`src/rtl/sequence_player.sv`:
```
`default_nettype none
// sequence_player -- Simon playback: reads sequence_rom entries 0..level-1 and flashes each as a one-hot LED.
// Rev 1.0
module sequence_player #(
   parameter int DEPTH      = 16,
   parameter int ON_CYCLES  = 50000000,
   parameter int OFF_CYCLES = 12500000,
   parameter int CNT_W      = 26
) (
   input  logic       clk,
   input  logic       rst_n,
   input  logic       start,
   input  logic [3:0] level,
   output logic [3:0] rd_addr,
   input  logic [1:0] rd_data,
   output logic [3:0] led,
   output logic       busy,
   output logic       done
);

   typedef enum logic [2:0] {
      S_IDLE  = 3'd0,
      S_FETCH = 3'd1,
      S_WAIT  = 3'd2,
      S_SHOW  = 3'd3,
      S_GAP   = 3'd4,
      S_DONE  = 3'd5
   } state_t;

   // level is only 4 bits, so any DEPTH above 16 can never be the limiting term
   localparam logic [4:0]       DEPTH_CAP = (DEPTH > 16) ? 5'd16 : 5'(DEPTH);
   localparam logic [CNT_W-1:0] ON_LOAD   = CNT_W'(ON_CYCLES - 1);
   localparam logic [CNT_W-1:0] OFF_LOAD  = CNT_W'(OFF_CYCLES - 1);

   state_t           state, state_d;
   logic [3:0]       idx, idx_d;
   logic [4:0]       len, len_d;
   logic [CNT_W-1:0] timer, timer_d;
   logic [3:0]       led_d;
   logic [3:0]       addr_d;
   logic [4:0]       level_clamped;
   logic             last_step;

   assign level_clamped = ({1'b0, level} > DEPTH_CAP) ? DEPTH_CAP : {1'b0, level};
   assign last_step     = (({1'b0, idx} + 5'd1) == len);

   assign busy = (state == S_FETCH) || (state == S_WAIT) ||
                 (state == S_SHOW)  || (state == S_GAP);
   assign done = (state == S_DONE);

   always_ff @(posedge clk or negedge rst_n) begin
      if (!rst_n) begin
         state   <= S_IDLE;
         idx     <= '0;
         len     <= '0;
         timer   <= '0;
         led     <= '0;
         rd_addr <= '0;
      end else begin
         state   <= state_d;
         idx     <= idx_d;
         len     <= len_d;
         timer   <= timer_d;
         led     <= led_d;
         rd_addr <= addr_d;
      end
   end

   always_comb begin
      state_d = state;
      idx_d   = idx;
      len_d   = len;
      timer_d = timer;
      led_d   = led;
      addr_d  = rd_addr;
      case (state)
         S_IDLE: begin
            led_d = '0;
            if (start) begin
               idx_d = '0;
               len_d = level_clamped;
               if (level_clamped == 5'd0) begin
                  state_d = S_DONE;
               end else begin
                  addr_d  = '0;
                  state_d = S_FETCH;
               end
            end
         end
         S_FETCH: begin
            state_d = S_WAIT;
         end
         S_WAIT: begin
            // ROM output is valid only in this cycle; capture it straight into the LED drive
            led_d   = 4'b0001 << rd_data;
            timer_d = ON_LOAD;
            state_d = S_SHOW;
         end
         S_SHOW: begin
            if (timer == '0) begin
               led_d   = '0;
               timer_d = OFF_LOAD;
               state_d = S_GAP;
            end else begin
               timer_d = timer - CNT_W'(1);
            end
         end
         S_GAP: begin
            if (timer == '0) begin
               if (last_step) begin
                  state_d = S_DONE;
               end else begin
                  idx_d   = idx + 4'd1;
                  addr_d  = idx + 4'd1;
                  state_d = S_FETCH;
               end
            end else begin
               timer_d = timer - CNT_W'(1);
            end
         end
         S_DONE: begin
            led_d   = '0;
            state_d = S_IDLE;
         end
         default: begin
            state_d = S_IDLE;
         end
      endcase
   end

endmodule
`default_nettype wire

```
`config.mk`:
```
export PLATFORM = sky130hd
export DESIGN_NAME = sequence_player
export DESIGN_NICKNAME = d
export VERILOG_FILES = /design/src/rtl/sequence_player.sv
export SDC_FILE = /design/constraint.sdc
export NUM_CORES = 1
export LEC_CHECK = 0
export CAP_MARGIN = 20
export CORE_ASPECT_RATIO = 0.7
export CORE_MARGIN = 3
export CORE_UTILIZATION = 40
export CTS_BUF_LIST = sky130_fd_sc_hd__clkbuf_4
export CTS_CLUSTER_SIZE = 20
export DETAILED_ROUTE_END_ITERATION = 16
export PLACE_DENSITY = 0.59
export SETUP_SLACK_MARGIN = 0.5
export SLEW_MARGIN = 20
export SYNTH_ARGS = -nofsm -noshare
export SYNTH_HDL_FRONTEND = slang
export SYNTH_SLANG_ARGS = --single-unit
```
`constraint.sdc`:
```
create_clock -name clk -period 3.6 [get_ports clk]
set_input_delay 0.36 -clock clk [delete_from_list [all_inputs] [get_ports clk]]
set_output_delay 0.36 -clock clk [all_outputs]
set_load 0.1 [all_outputs]
```
# --- After elaboration in Yosys (flattened, before gate mapping) ---
# Cells that the tools add are included.
totals:
  inputBits: 9
  wordCells: 58
  ff_bits: 46
op_classes:
  add_sub_neg: 3
  n_reduce_logical: 16
  eq_ne: 12
  order_cmp: 1
  muxes: 19
  shift: 1
ops:
  columns: ["op", "n"]
  rows:
  - ["$pmux W26 S3", 1]
  - ["$mux W26", 2]
  - ["$logic_not A26 Y1", 1]
  - ["$sub A26 B1 Y26 const B", 1]
  - ["$mux W4", 6]
  - ["$pmux W4 S2", 2]
  - ["$mux W3", 5]
  - ["$pmux W3 S5", 1]
  - ["$pmux W4 S3", 1]
  - ["$ne A2 B2 Y1 const B", 4]
  - ["$eq A3 B2 Y1 const B", 2]
  - ["$eq A3 B3 Y1 const B", 2]
  - ["$reduce_and A2 Y1", 3]
  - ["$reduce_bool A3 Y1", 2]
  - ["$add A4 B1 Y5 const B", 1]
  - ["$eq A5 B5 Y1", 1]
  - ["$gt A4 B5 Y1 const B", 1]
  - ["$logic_not A5 Y1", 1]
  - ["$mux W5", 1]
  - ["$reduce_and A5 Y1", 1]
  - ["$add A4 B1 Y4 const B", 1]
  - ["$ne A2 B1 Y1 const B", 2]
  - ["$reduce_and A4 Y1", 1]
  - ["$shl A1 B2 Y4 const A", 1]
  - ["6 further kinds", 8]

# --- Longest topological paths before layout ---
# Gate-level depths: netlist of run 1.
logic_depth:
  ltp_word: 6
  ltp_mapped: 9
  mapped_depth_nobuf: 7

# --- Least setup slack after synthesis of run 1 ---
# OpenSTA, ideal clock, no wires.
synth_path:
  path_kind: "flip-flop to output port"
  from: "reg state[2]"
  to: "out done"
  arrival_time_ns: 2.947
  path_buffers: 2
  path_stages_with_launch: 5
  setup_slack_ns: 0.293
  cell_sequence: "dfrtp_1 clkbuf_1 inv_1 clkbuf_1 nor3_1"
synth_between:
  elab_chain_len: 1
synth_rtl:
  columns: ["element", "line", "rtl"]
  rows:
  - ["start, declared", "35", "state_t state, state_d;"]
  - ["start signal, assigned", "60", "state <= state_d;"]
  - ["$eq A3 B3 Y1", "49", "assign done = (state == S_DONE);"]
  - ["end, declared", "18", "output logic done"]
# Every way passes these cells.

# --- Worst setup path after layout of run 1 ---
layout_path:
  from: "reg timer[19]"
  to: "reg timer[20]"
layout_between:
  elab_chain_len: 3
  elab_cells_between_ends: 7
layout_rtl:
  columns: ["element", "line", "rtl"]
  rows:
  - ["start, declared", "38", "logic [CNT_W-1:0] timer, timer_d;"]
  - ["start signal, assigned", "63", "timer <= timer_d;"]
  - ["$sub A26 B1 Y26 or $logic_not A26 Y1 (tied branches)", null, null]
  - ["$mux W26 (tied with other cells)", "109", "if (timer == '0) begin"]
  - ["$pmux W26 S3 or $reduce_and A2 Y1 (tied branches)", null, null]
# Parallel ways exist; a longest one is shown, timed or not. The select of a mux whose other input is x is not followed.
# A chain may end at the register's enable or synchronous reset.

==> flow_metrics.tcl, run 1 <==
set metrics [dict create \
    grt-busiest-layer "met1" \
    dp.cells 416 \
    use_met3_pct 3.64 \
    cts_tree "built" \
    postSynth.asyncResetShare_pct 100 \
    ys_types 57 \
    avgSynthCellArea_um2 9.06 \
    r2r_slack_ps 790 \
    grt_use_total_pct 20.1 \
    fin_crit_ps 2810 \
    yosysSeqAreaShare_pct 39.6 \
    gr-usage-met2_pct 25.5 \
    max_clock_freq_mhz 356 \
    wl_per_cell_um 18.5 \
    synthToLayoutAreaGrowth_pct 11.3 \
    die_area_um2 8180 \
    cts_inserted_buffers 5 \
    tightest_slew_ps 969 \
    use_met1_pct 34.5 \
    hold_viol_final 41 \
    endpoint_kind "flip-flop" \
    drc 0 \
    rsz0062_at_grt "no" \
    fillers 707 \
    setup_tns_ps 0 \
    final_nets 341 \
    rows 25 \
    dp_hpwl_mm 5.77 \
    die_h_um 76.6 \
    fin_skew_ps 7.51 \
    path_clk_slew_ps 130 \
    instances_no_fill 424 \
    startpoint "timer[19]" \
    synth_flop_cell "dfrtp_1" \
    synth_top_area_cell "dfrtp_1" \
    place.gp.congestion 0.904 \
    syn_nets 326 \
    coreArea_um2 6820 \
    clock_latency_ps 360 \
    r2r_cells 5 \
    cts-resized-gates 0 \
    p_leak_uw 0.00117 \
    hold_class "in2async" \
    drv_slew 0 \
    yosys_warnings 0 \
    cts_buffer_depth 2 \
    min_period_over_period_pct 78.1 \
    antenna_found_initial 0 \
    synth_top_area_share_pct 39.6 \
    startpoint_type "flip-flop" \
    gr-total-overflow 0 \
    synthTopCellsByArea "dfrtp_1 40%, o21ai_0 3.9%, mux2_2 3.6%" \
    syn_area_um2 2850 \
    portBuffers 18 \
    diodes 0 \
    relSlewSlack_pct 35.2 \
    totalWireLength_mm 7.85 \
    vias 2605 \
    power_density_nw_per_um2 660 \
    cts_max_level 2 \
    first_pass_iters 5 \
    critPathArrivalTime_ps 3060 \
    cts_setup_buffers 0 \
    grt_pass1_wl_mm 13.1 \
    violations "hold timing" \
    first_global_vias 2402 \
    cts_sinks 45 \
    yosys_register_bits 45 \
    vias_per_cell 6.14 \
    fin_area_um2 3170 \
    status "finished with violations" \
    initial_core_util_pct 41.7 \
    cts-root-buf "clkbuf_4" \
    cp.required_ps 3850 \
    drt_iter0_drc 247 \
    finalSetupViolations 0 \
    path_max_fanout 15 \
    place_area_um2 3110 \
    r2r_start "timer[19]" \
    ant_nets 0 \
    drive_above_1_share_pct 13.0 \
    drv_cap 0 \
    worstSetupEndpoint "timer[20]" \
    synth_edf_count 0 \
    irDropWorstVdd_mv 0.472 \
    synthCells 314 \
    grt_max_degree 46 \
    die_w_um 107 \
    ios 19 \
    path_class "reg2reg" \
    reg2reg_to "timer[20]" \
    hold_ws_ps -20.3 \
    holdBufCountCts 0 \
]
-- report_power, final --
| group | total (uW) | switching (uW) | internal [uW] |
|---|---|---|---|
| clock | 239 | 168 | 71.0 |
| combinational | 1100 | 759 | 345 |
| sequential | 746 | 135 | 611 |
| total | 2090 | 1060 | 1030 |
-- per-layer routing --
| metal | wire [um] | vias to the layer above |
|---|---|---|
| li1 | - | 1228 |
| met1 | 4140 | 1268 |
| met2 | 3040 | 100 |
| met3 | 604 | 9 |
| met4 | 65 | 0 |
| met5 | 0 | - |
-- cells by family after synthesis --
kind of cell	share of synthesized area, %
AND/OR/NAND/NOR	27.7
XOR/XNOR	3.30
buffers and inverters	4.40
multiplexers	4.27
AO/OA/AOI/OAI	19.4
flip-flops	39.6
adder cells (fa/ha/maj)	1.32
-- layout make-up --
cell class	instances	area [um2]	share of cell area, %
clock buffers	5	37.5	1.19
repair buffers	27	240	7.59
flip-flops and latches	45	1130	35.6
well taps	94	118	3.71
inverters	9	33.8	1.07
clock inverters	3	12.5	0.395
multi-input cells	241	1600	50.5
-- cell usage in the layout (no fill, tap or decap), drive strengths merged, types with 11 or more instances in the layout --
cell,n
a21oi,16
buf,12
clkdlybuf4s50,15
dfrtp,45
nand2,21
nand3,12
nor2,20
nor3,18
nor4,11
o21ai,23
or4,13
-- worst min path at each step --
stage,start,end,cells past startpoint,slack [ps]
floorplan,rst_n,idx[0],0,60
global placement,led[3],led[3],1,480
detailed placement,led[0],led[0],1,490
CTS,rst_n,led[0],1,200
global route,rst_n,len[0],1,20
finish,rst_n,led[0],1,-20
-- cell usage after synthesis (5+ instances only) --
cell type and count:
or4_1 11, nor4_1 8, o21ai_0 22, inv_1 9, nor3_1 18, mux2_2 9
clkbuf_1 12, nand2_1 21, nand3_1 12, nand4_1 5, nor2_1 20, dfrtp_1 45
xnor2_1 6, a31oi_1 7, or3_1 10, a21oi_1 16
-- flip-flops by register name, indices dropped and copies added, names as in the netlist --
register	cells
state	3
led	4
timer	26
rd_addr	4
len	4
idx	4
-- stage by stage --
stage	setup slack, ps	hold WS (ps)	total power (uW)	util, %
CTS	781	199	2090	46.4
floorplan	696	64.4	1560	-
finish	787	-20.3	2090	46.4
global placement	872	482	1840	45.7
global route	589	18.0	2230	46.4
detailed placement	811	491	1850	45.7
-- critical path, stage by stage (launching register included) --
cell and delay [ps]:
dfrtp_1 440, or4_1 680, or4_4 610, o31ai_4 520
nor3_1 90, or3b_1 360
(Power assumes the default switching activity.)
==> inputs of run 2 (changes only) <==
==> constraint.sdc (replaced) <==
create_clock -name clk -period 2.8 [get_ports clk]
set_input_delay 0.28 -clock clk [delete_from_list [all_inputs] [get_ports clk]]
set_output_delay 0.28 -clock clk [all_outputs]
set_load 0.1 [all_outputs]
==> run 2 against run 1 <==
The flow now finishes without violations; sequential share of layout area down 7.0 points; worst setup slack worse by 460 ps; clock skew up 21 ps; hold slack better by 440 ps; count of clock-buffer cells in the layout unchanged; wire length up 12%; sequential power up 28%; clock power up 44%; via count up 10%; design area up 25%; critical path depth up 2.
==> flow_metrics.tcl, run 2 (same netlist as run 1, synthesis figures left out) <==
set metrics [dict create \
    drv_slew 0 \
    vias_per_cell 6.12 \
    final_nets 386 \
    ios 19 \
    min_period_over_period_pct 88.4 \
    r2r_cells 7 \
    finalSetupViolations 0 \
    endpoint_kind "flip-flop" \
    startpoint_type "flip-flop" \
    die_area_um2 8180 \
    power_density_nw_per_um2 810 \
    dp_hpwl_mm 5.95 \
    max_clock_freq_mhz 404 \
    p_total_uw 3200 \
    final_cell_mix "44 x dfrtp_1, 44 x buf_4, 19 x nand2_1" \
    relSlewSlack_pct 50.1 \
    drc 0 \
    place.gp.congestion 0.878 \
    cts_buffer_depth 2 \
    totalWireLength_mm 8.77 \
    first_global_vias 2603 \
    cts_tree "built" \
    path_clk_slew_ps 170 \
    drt_iter0_drc 357 \
    synthToLayoutAreaGrowth_pct 38.7 \
    coreArea_um2 6820 \
    irDropWorstVdd_mv 0.454 \
    critPathArrivalTime_ps 2790 \
    cts-root-buf "clkbuf_4" \
    fin_area_um2 3950 \
    first_pass_iters 5 \
    cp.required_ps 3120 \
    drive_above_1_share_pct 39.2 \
    die_h_um 76.6 \
    place_area_um2 3290 \
    path_max_fanout 4 \
    antenna_found_initial 0 \
    drv_cap 0 \
    r2r_start "timer[0]" \
    fin_skew_ps 29.0 \
    rsz0062_at_grt "yes" \
    vias 2869 \
    grt_use_total_pct 21.8 \
    die_w_um 107 \
    rows 25 \
    largest_register_ffs 26 \
    fin_crit_ps 2480 \
    cts_max_level 2 \
    r2r_slack_ps 320 \
    gr-total-overflow 0 \
    initial_core_util_pct 41.7 \
    diodes 0 \
    path_class "reg2reg" \
    top_register "timer" \
    portBuffers 18 \
    cts_inserted_buffers 5 \
    ant_nets 0 \
    hold_class "in2async" \
    hold_viol_final 0 \
    wl_per_cell_um 18.7 \
    cts_sinks 45 \
    grt_max_degree 46 \
    tightest_slew_ps 741 \
    reg2reg_to "timer[16]" \
    grt_pass1_wl_mm 14.0 \
    clock_latency_ps 390 \
    setup_tns_ps 0 \
    p_leak_uw 0.00148 \
    status "finished, final reports clean" \
]
run 2: cell types whose count changed in the layout (fill, tap and decap cells not counted), moves of 6 or more:
cell             previous run  this run
clkdlybuf4s50_1            15         7
o21ai_0                    22        12
o21ai_2                     0         6
buf_6                       0        16
a31oi_1                     7         1
buf_4                      12        44
run 2: where the power goes:
part / internal, uW / switching (uW) / leakage, uW / total, uW
registers: 785 / 170 / 0.000517 / 955
logic: 699 / 1200 / 0.000943 / 1900
clock network: 97.4 / 247 / 0.0000234 / 345
total: 1580 / 1620 / 0.00148 / 3200
run 2: what timing repair did:
item / 4_1_cts / 5_1_grt
setup buffers: 22 / 6
endpoints found under the setup margin: 38 / 42
gates cloned: 0 / 1
gates resized for setup: 26 / 56
pin swaps: 12 / 29
hold buffers: 0 / 1
hold endpoints to repair: 0 / 45
run 2: worst max path at each step:
stage	start	end	depth (start not counted)
finish	timer[0]	timer[16]	7
global route	timer[0]	rd_addr[0]	9
CTS	timer[0]	timer[20]	7
detailed placement	timer[0]	timer[20]	7
global placement	timer[0]	timer[10]	7
floorplan	timer[19]	timer[20]	8
run 2: cell type report:
| type | instances | area (um2) |
|---|---|---|
| Multi-Input combinational cell | 241 | 1960 |
| Timing Repair Buffer | 72 | 651 |
| Clock buffer | 5 | 37.5 |
| Clock inverter | 3 | 22.5 |
| Tap cell | 94 | 118 |
| Fill cell | 609 | 2870 |
| Sequential cell | 45 | 1130 |
| Inverter | 9 | 33.8 |
run 2: routing by layer:
metal / wire, um / global-route usage (%) / up-vias
li1: - / - / 1324
met1: 4220 / 35.5 / 1402
met2: 3690 / 29.2 / 127
met4: 121 / 5.87 / 0
met3: 738 / 3.47 / 16
met5: 0 / 0 / -
run 2: critical path, cell delays in order, from the launching register on:
cell and delay (ps):
dfrtp_1 420, inv_2 90, ha_4 150, or3b_4 400
or4_4 550, or3_4 380, or3_1 330, a21oi_2 110
run 2: per-stage QoR:
step                      setup WS (ps)  hold WS, ps  utilization (%)  std cells
final                               324          419             57.9        469
after global routing                217          452             57.9        469
after CTS                           315         90.6             53.4        461
after detailed placement            226          481             48.2        431
after global placement              252          473             48.2        431
after floorplan                     244        -15.6                -        314
